[config.mk]
export PLATFORM = sky130hd
export DESIGN_NAME = float_normalize_round
export DESIGN_NICKNAME = d
export VERILOG_FILES = /design/src/rtl/float_normalize_round.sv
export SDC_FILE = /design/constraint.sdc
export NUM_CORES = 1
export LEC_CHECK = 0
export CORE_MARGIN = 2
export CORE_UTILIZATION = 59
export CTS_CLUSTER_DIAMETER = 120
export DETAILED_ROUTE_END_ITERATION = 8
export GPL_TIMING_DRIVEN = 0
export PLACE_DENSITY_LB_ADDON = 0.1
export SLEW_MARGIN = 20
export SYNTH_ARGS = -nofsm -noshare
export SYNTH_HDL_FRONTEND = slang
export SYNTH_SLANG_ARGS = --single-unit
[constraint.sdc]
create_clock -name clk -period 9.45 [get_ports clk]
set_input_delay 1.89 -clock clk [delete_from_list [all_inputs] [get_ports clk]]
set_output_delay 1.89 -clock clk [all_outputs]
set_load 0.03 [all_outputs]
[src/rtl/float_normalize_round.sv]
// Normalize, round and pack an unnormalized magnitude into an IEEE-754 binary16 word.
// Two-stage valid/ready pipeline:
//   stage 1 registers the operands, the leading-one index and the working exponent e1;
//   stage 2 shifts, rounds and packs the result into the output registers.
// Ports:
//   clk, rst_n                  clock and asynchronous active-low reset
//   in_valid/in_ready           input handshake (in_ready is combinational)
//   in_sign, in_exp, in_mant    sign, signed biased exponent (bias 15), magnitude with
//                               the binary point between bits 10 and 9
//   out_valid/out_ready         output handshake
//   out_data                    packed {sign, exp[4:0], frac[9:0]}
//   out_overflow                result saturated to infinity
//   out_underflow               nonzero result flushed to zero
//   out_inexact                 nonzero bits were discarded
module float_normalize_round #(
    parameter int unsigned IN_EXP_W = 8,
    parameter bit          ROUND_EN = 1'b1
) (
    input  logic                clk,
    input  logic                rst_n,
    input  logic                in_valid,
    output logic                in_ready,
    input  logic                in_sign,
    input  logic [IN_EXP_W-1:0] in_exp,
    input  logic [15:0]         in_mant,
    output logic                out_valid,
    input  logic                out_ready,
    output logic [15:0]         out_data,
    output logic                out_overflow,
    output logic                out_underflow,
    output logic                out_inexact
);

    // One extra bit so e1 = in_exp + pos - 10 (and the rounding carry) cannot wrap
    localparam int unsigned EW = IN_EXP_W + 1;
    localparam logic [EW-1:0] E_INF = EW'(31);

    logic                s1_valid_q, s1_valid_d;
    logic                s1_sign_q, s1_sign_d;
    logic                s1_zero_q, s1_zero_d;
    logic [15:0]         s1_mant_q, s1_mant_d;
    logic [3:0]          s1_pos_q, s1_pos_d;
    logic [EW-1:0]       s1_e1_q, s1_e1_d;

    logic                s2_valid_q, s2_valid_d;
    logic [15:0]         data_q, data_d;
    logic                ovf_q, ovf_d;
    logic                udf_q, udf_d;
    logic                inx_q, inx_d;

    logic                s1_adv, s2_adv;
    logic [3:0]          in_pos;

    logic [2:0]          rsh;
    logic [3:0]          lsh;
    logic [20:0]         rext;
    logic [10:0]         sig;
    logic                guard, sticky, round_up;
    logic [11:0]         sum;
    logic [EW-1:0]       e2;
    logic [15:0]         res_data;
    logic                res_ovf, res_udf, res_inx;

    // Index of the most significant set bit (0 for a zero input)
    function automatic logic [3:0] lead_one(input logic [15:0] m);
        logic [3:0] p;
        p = '0;
        for (int i = 0; i < 16; i++) begin
            if (m[i]) p = 4'(i);
        end
        return p;
    endfunction

    // Handshake: each stage advances when its downstream slot is free or draining
    assign s2_adv    = !s2_valid_q || out_ready;
    assign s1_adv    = !s1_valid_q || s2_adv;
    assign in_ready  = s1_adv;
    assign in_pos    = lead_one(in_mant);

    assign out_valid     = s2_valid_q;
    assign out_data      = data_q;
    assign out_overflow  = ovf_q;
    assign out_underflow = udf_q;
    assign out_inexact   = inx_q;

    // Stage 1 next state
    always_comb begin
        s1_valid_d = s1_valid_q;
        s1_sign_d  = s1_sign_q;
        s1_zero_d  = s1_zero_q;
        s1_mant_d  = s1_mant_q;
        s1_pos_d   = s1_pos_q;
        s1_e1_d    = s1_e1_q;
        if (s1_adv) begin
            s1_valid_d = in_valid;
            if (in_valid) begin
                s1_sign_d = in_sign;
                s1_zero_d = (in_mant == 16'h0000);
                s1_mant_d = in_mant;
                s1_pos_d  = in_pos;
                s1_e1_d   = {in_exp[IN_EXP_W-1], in_exp} + EW'(in_pos) - EW'(10);
            end
        end
    end

    // Stage 2 datapath: align leading one to bit 10, round, pack
    always_comb begin
        rsh  = 3'(s1_pos_q - 4'd10);
        lsh  = 4'd10 - s1_pos_q;
        rext = {s1_mant_q, 5'b00000} >> rsh;
        if (s1_pos_q > 4'd10) begin
            sig    = 11'(rext >> 5);
            guard  = rext[4];
            sticky = |rext[3:0];
        end else begin
            sig    = 11'(s1_mant_q << lsh);
            guard  = 1'b0;
            sticky = 1'b0;
        end
        round_up = ROUND_EN && guard && (sticky || sig[0]);
        sum      = {1'b0, sig} + 12'(round_up);
        // A carry into bit 11 means the significand became 2.0: frac is then zero
        e2       = s1_e1_q + EW'(sum[11]);

        res_data = {s1_sign_q, 15'h0000};
        res_ovf  = 1'b0;
        res_udf  = 1'b0;
        res_inx  = 1'b0;
        if (s1_zero_q) begin
            res_data = {s1_sign_q, 15'h0000};
        end else if ($signed(e2) >= $signed(E_INF)) begin
            res_data = {s1_sign_q, 5'h1F, 10'h000};
            res_ovf  = 1'b1;
            res_inx  = 1'b1;
        end else if (e2[EW-1] || (e2 == '0)) begin
            res_data = {s1_sign_q, 15'h0000};
            res_udf  = 1'b1;
            res_inx  = 1'b1;
        end else begin
            res_data = {s1_sign_q, 5'(e2), (sum[11] ? 10'h000 : 10'(sum))};
            res_inx  = guard || sticky;
        end
    end

    // Stage 2 next state: output registers hold while stalled
    always_comb begin
        s2_valid_d = s2_valid_q;
        data_d     = data_q;
        ovf_d      = ovf_q;
        udf_d      = udf_q;
        inx_d      = inx_q;
        if (s2_adv) begin
            s2_valid_d = s1_valid_q;
            if (s1_valid_q) begin
                data_d = res_data;
                ovf_d  = res_ovf;
                udf_d  = res_udf;
                inx_d  = res_inx;
            end
        end
    end

    // Pipeline registers
    always_ff @(posedge clk or negedge rst_n) begin
        if (!rst_n) begin
            s1_valid_q <= 1'b0;
            s1_sign_q  <= 1'b0;
            s1_zero_q  <= 1'b0;
            s1_mant_q  <= '0;
            s1_pos_q   <= '0;
            s1_e1_q    <= '0;
            s2_valid_q <= 1'b0;
            data_q     <= '0;
            ovf_q      <= 1'b0;
            udf_q      <= 1'b0;
            inx_q      <= 1'b0;
        end else begin
            s1_valid_q <= s1_valid_d;
            s1_sign_q  <= s1_sign_d;
            s1_zero_q  <= s1_zero_d;
            s1_mant_q  <= s1_mant_d;
            s1_pos_q   <= s1_pos_d;
            s1_e1_q    <= s1_e1_d;
            s2_valid_q <= s2_valid_d;
            data_q     <= data_d;
            ovf_q      <= ovf_d;
            udf_q      <= udf_d;
            inx_q      <= inx_d;
        end
    end

endmodule

# Yosys cells after proc, flatten, opt, wreduce, memory -nomap -nowiden
# Cells that the tools add are included.
# Widths: inputs -> output; s select.
[totals] reg_bits=52 word_cells=64
[classes] mux=30 n_lt_le_gt_ge=2 shifts=2 add_sub_neg=6 reduce_logical=13
[ops] op="$mux 15" n=3
[ops] op="$mux 4" n=11
[ops] op="$shr 21x3->16" n=1
[ops] op="$logic_not 16->1" n=1
[ops] op="$shl 16x4->11" n=1
[ops] op="$add 11x1->12" n=1
[ops] op="$mux 1" n=11
[ops] op="$mux 11" n=1
[ops] op="$mux 10" n=1
[ops] op="$add 8x5->9" n=1
[ops] op="$add 9x1->9" n=1
[ops] op="$ge 9x6->1 const B" n=1
[ops] op="$logic_not 9->1" n=1
[ops] op="$sub 9x4->9 const B" n=1
[ops] op="$logic_or 1x1->1" n=5
[ops] op="$gt 4x4->1 const B" n=1
[ops] op="$mux 2" n=2
[ops] op="$reduce_and 2->1" n=2
[ops] op="$reduce_or 4->1" n=1
[ops] op="$sub 4x4->4 const A" n=1
[ops] op="$mux 3" n=1
[ops] op="$sub 3x2->3 const B" n=1
[ops] op="$logic_not 1->1" n=2
[ops] op="$logic_and 1x1->1" n=1

# Logic depth before layout (Yosys ltp)
[logic_depth] word_depth=17 depth_mapped=21 depth_no_buf=17

# Least setup slack after synthesis
# OpenSTA, ideal clock, no wires.
[synth_timing] kind="register -> register" from="register s1_pos_q[1]" to="register data_q[8], in the netlist out_data[8]" stages_incl_launch_ff=21 n_path_buf=3 arrival_ns=4.307 setup_time_ns=0.104 required_time_ns=9.346 setup_slack_ns=5.039 path_cell_list="dfrtp_1 buf_2 inv_1 buf_2 ha_1 buf_2 inv_1 mux4_2 nor4b_4 o21ai_2 nor3_4 nand3b_2 nor2_1 ha_1 nand4_1 nor2_1 xor2_1 nor3_1 and3_1 inv_1 o311ai_1"
[synth_via] elab_chain_cells=13
[synth_rtl] element="start, declared" line="42" text="logic [3:0] s1_pos_q, s1_pos_d;"
[synth_rtl] element="start signal, assigned" line="182" text="s1_pos_q <= s1_pos_d;"
[synth_rtl] element="$sub 3x2->3" line="108" text="rsh = 3'(s1_pos_q - 4'd10);"
[synth_rtl] element="$shr 21x3->16" line="110" text="rext = {s1_mant_q, 5'b00000} >> rsh;"
[synth_rtl] element="$reduce_or 4->1" line="114" text="sticky = |rext[3:0];"
[synth_rtl] element="$mux 1" line="111" text="if (s1_pos_q > 4'd10) begin"
[synth_rtl] element="$logic_or 1x1->1" line="120" text="round_up = ROUND_EN && guard && (sticky || sig[0]);"
[synth_rtl] element="$logic_and 1x1->1" line="120"
[synth_rtl] element="$add 11x1->12 (*)" line="121" text="sum = {1'b0, sig} + 12'(round_up);"
[synth_rtl] element="parallel branches: the longest is 4 deep, another holds $add 9x1->9"
[synth_rtl] element="$mux 15 (*)" line="131" text="end else if ($signed(e2) >= $signed(E_INF)) begin"
[synth_rtl] element="$mux 15 (*)" line="129" text="if (s1_zero_q) begin"
[synth_rtl] element="end signal, assigned" line="185" text="data_q <= data_d;"
[synth_rtl] element="end, declared" line="46" text="logic [15:0] data_q, data_d;"
# Mark *: on every way between the ends.
# A chain may end at the register's enable or synchronous reset.

# Worst setup path in the final report
# Ends and elaborated chain as after synthesis.

==> key figures <==
Die
  • Io pins: 50
  • Std cell rows: 30
  • Die W: 87.1 um
  • Initial Utilization: 0.606
  • Die area: 7590 sq um
  • Die H: 87.1 um
  • Core Box Area: 6720 sq um

Timing
  • Endpoints failing setup: 0
  • Min cycle time layout: 5.40 ns
  • Slew Viols, Final: 0
  • Final Worst Setup Slack: 4.05 ns
  • RSZ-0062 raised after global routing: false
  • Max Fclk: 0.185 GHz
  • Final hold viol count: 0
  • Clock Skew: 0.00440 ns
  • Setup TNS: 0 ns
  • Slew HR: 0.567
  • Final Cycle Share: 0.571
  • Slew of the pin with the lowest slew margin: 0.650 ns

Yosys
  • Register area share after synthesis: 0.319
  • Seq cells post-synth: 52
  • Area of the mapped netlist: 4070 sq um
  • Post-synth ARST share: 1.00
  • EDFF count, synth: 0
  • Cells after Synth: 429
  • Syn Nets: 476
  • Distinct cells, synth: 63
  • Post-Syn Area per Cell: 9.50 sq um
  • Dominant synthesized flop cell: dfrtp_1
  • Warnings from Yosys: 0

Detailed routing
  • Detailed Routing Iterations Pass 1: 5
  • Drt drc: 0
  • DRT iter0 DRCs: 165
  • Post-route ant nets: 0
  • Drt total wl: 9970 um
  • Wirelength per Cell: 17.6 um
  • DR vias: 3,493
  • Vias/cell: 6.17

Finish
  • Share of layout cells above drive strength 1: 0.154
  • Register area: 1300 sq um
  • Fin util: 0.707
  • Nets@finish: 532
  • Multi-input gate area: 2570 sq um
  • ANT cells: 0
  • Area grow syn2layout: 16.6%
  • Filler cells: 556

Clock tree
  • TritonCTS clock tree: yes
  • CTS Root Cell: clkbuf_8
  • Reg clk slew, reported paths: 0.10 ns
  • Post-cts gate resize count: 0
  • Inserted Clock Buffers: 5
  • Worst skew pair latency: 0.31 ns
  • Cts hold-fix bufs: 0
  • Clk sink count: 52
  • H-tree Lvls: 2
  • Post-CTS Setup Bufs: 0
  • Clock tree buffer depth: 2

Min path
  • Min-Delay Path Class: reg -> reg
  • WHS Endpoint: out_data[13]
  • Hold Startpoint: out_data[13]
  • Min-Delay Path Depth: 1

Critical path
  • Reg2reg end: out_data[8]
  • Reg2Reg Depth: 21
  • FF-to-FF Start: s1_pos_q[1]
  • CP Data Arrival Time: 5.61 ns
  • Worst Path Required: 9.66 ns
  • Setup CP Type: reg -> reg
  • Startpoint Class: flip-flop
  • CP max FO: 10
  • Reg2Reg Setup Slack: 4.05 ns
  • CP Capture Type: flip-flop

Global routing
  • Initial antenna violation count: 0
  • GRT Overall Usage: 0.275
  • Vias in the first global route: 3,360
  • Largest net degree at the start of global routing: 53
  • First-pass GRT wire length: 16,400 um
  • Grt ovf: 0

Flow run
  • Maxcap violations: 0

Placed design
  • GP Congestion: 0.890
  • Dpl ws: 4.19 ns
  • Post-DP HPWL: 7780 um
  • Port Buffers: 49

Power and ir drop
  • Power Dens Cells: 191 nW/um^2
  • Pleak: 2.10 nW
  • Worst vdd ir: 0.0936 mV

Status
  • Status: complete, no violations
-- worst max-delay path by stage --
stage,from,to,slack [ns],depth (start not counted)
4_1_cts,s1_pos_q[1],out_data[8],4.15,21
5_1_grt,s1_pos_q[1],out_data[8],3.65,21
3_5_place_dp,s1_pos_q[1],out_data[8],4.19,21
2_1_floorplan,s1_pos_q[1],out_data[8],5.04,20
3_3_place_gp,s1_pos_q[1],out_data[8],4.29,21
6_report,s1_pos_q[1],out_data[8],4.05,21
-- registers in the layout, indices dropped and copies added (netlist names) --
register       count
out_valid          1
s1_zero_q          1
out_underflow      1
s1_mant_q         16
s1_pos_q           4
out_overflow       1
s1_sign_q          1
s1_e1_q            9
out_inexact        1
s1_valid_q         1
out_data          16
-- cell usage after synthesis (all sizes together), types with 2 or more instances --
library cell,instances,area [sq um]
nand3b,4,33.8
dfrtp,52,1300
buf,14,87.6
inv,21,78.8
o31ai,4,30.0
xnor2,8,88.8
nand4,3,18.8
o22ai,4,25.0
a21oi,18,93.8
xor2,11,96.3
a211oi,4,30.0
ha,17,213
nor4,6,52.6
mux2i,26,260
and3,4,25.0
nor2,25,93.8
nand2b,8,50.1
nand2,50,188
nor3,12,71.3
nor2b,6,37.5
o21bai,3,22.5
a22o,4,35.0
or4,2,15.0
a32o,2,20.0
mux2,33,372
o211ai,4,30.0
o21a,3,22.5
a21o,9,67.6
or2,3,18.8
a21boi,3,22.5
mux4,8,180
a221o,3,30.0
clkbuf,10,40.0
nand3,4,20.0
o21ai,25,133
-- per-stage QoR --
stage | instances | hold slack [ns] | total power (W) | area [sq um]
2_1_floorplan | 429 | 0.457 | 0.000635 | 4070
3_3_place_gp | 558 | 0.461 | 0.000758 | 4660
3_5_place_dp | 558 | 0.465 | 0.000772 | 4660
4_1_cts | 566 | 0.490 | 0.000906 | 4750
5_1_grt | 566 | 0.498 | 0.000960 | 4750
6_report | 566 | 0.485 | 0.000908 | 4750
-- worst max-delay path: stages, from the launching register on --
cell	delay [ns]
dfrtp_1	0.38
buf_2	0.24
inv_1	0.13
buf_2	0.22
ha_1	0.29
buf_2	0.23
clkbuf_1	0.38
nand2b_1	0.19
o22ai_1	0.07
nor4_1	0.32
a21oi_1	0.19
nor4_4	0.34
nand3b_2	0.15
nor2_1	0.20
ha_1	0.24
nand4_1	0.11
nor2_1	0.19
xor2_1	0.14
nor3_1	0.51
and3_1	0.36
inv_1	0.13
o311ai_1	0.28
-- routing by layer --
layer	wire length (um)	track usage	vias to the layer above
li1	-	-	1672
met1	4440	0.366	1673
met2	4770	0.469	125
met3	501	0.0332	23
met4	261	0.0839	0
met5	0	0	-
-- logic make-up after synthesis --
| kind of cell | synth area share |
|---|---|
| AND/OR/NAND/NOR | 0.166 |
| AO/OA/AOI/OAI | 0.162 |
| multiplexers | 0.199 |
| flip-flops | 0.319 |
| buffers and inverters | 0.0507 |
| XOR/XNOR | 0.0455 |
| adder cells (fa/ha/maj) | 0.0571 |
-- power breakdown --
part	switching (W)	internal, W
registers	0.0000332	0.000261
logic	0.000266	0.000213
clock network	0.0000813	0.0000530
-- cell usage in the layout (no fill, tap or decap), types with 6 or more instances in the layout --
cell type        synthesis  routed
nor2_1                  25      25
clkdlybuf4s50_1          0      48
nor3_1                  11      11
nor2b_1                  6       6
dfrtp_1                 52      52
buf_2                   10      10
mux2_2                  31      31
inv_1                   21      21
mux4_2                   8       8
ha_1                    17      17
o21ai_0                 16      16
o21ai_1                  7       7
nand2b_1                 8       8
mux2i_1                 26      26
a21o_1                   9       9
clkbuf_1                 8       9
a21oi_1                 17      17
nand2_1                 50      50
xnor2_1                  7       7
xor2_1                  11      11
-- final cells by class --
cell class | count | area share
well taps | 80 | 0.0211
clock inverters | 2 | 0.00342
clock buffers | 6 | 0.0153
repair buffers | 49 | 0.103
multi-input cells | 332 | 0.540
inverters | 21 | 0.0166
flip-flops and latches | 52 | 0.274
plain buffers | 24 | 0.0269
Power figures use the tool's default switching activity.
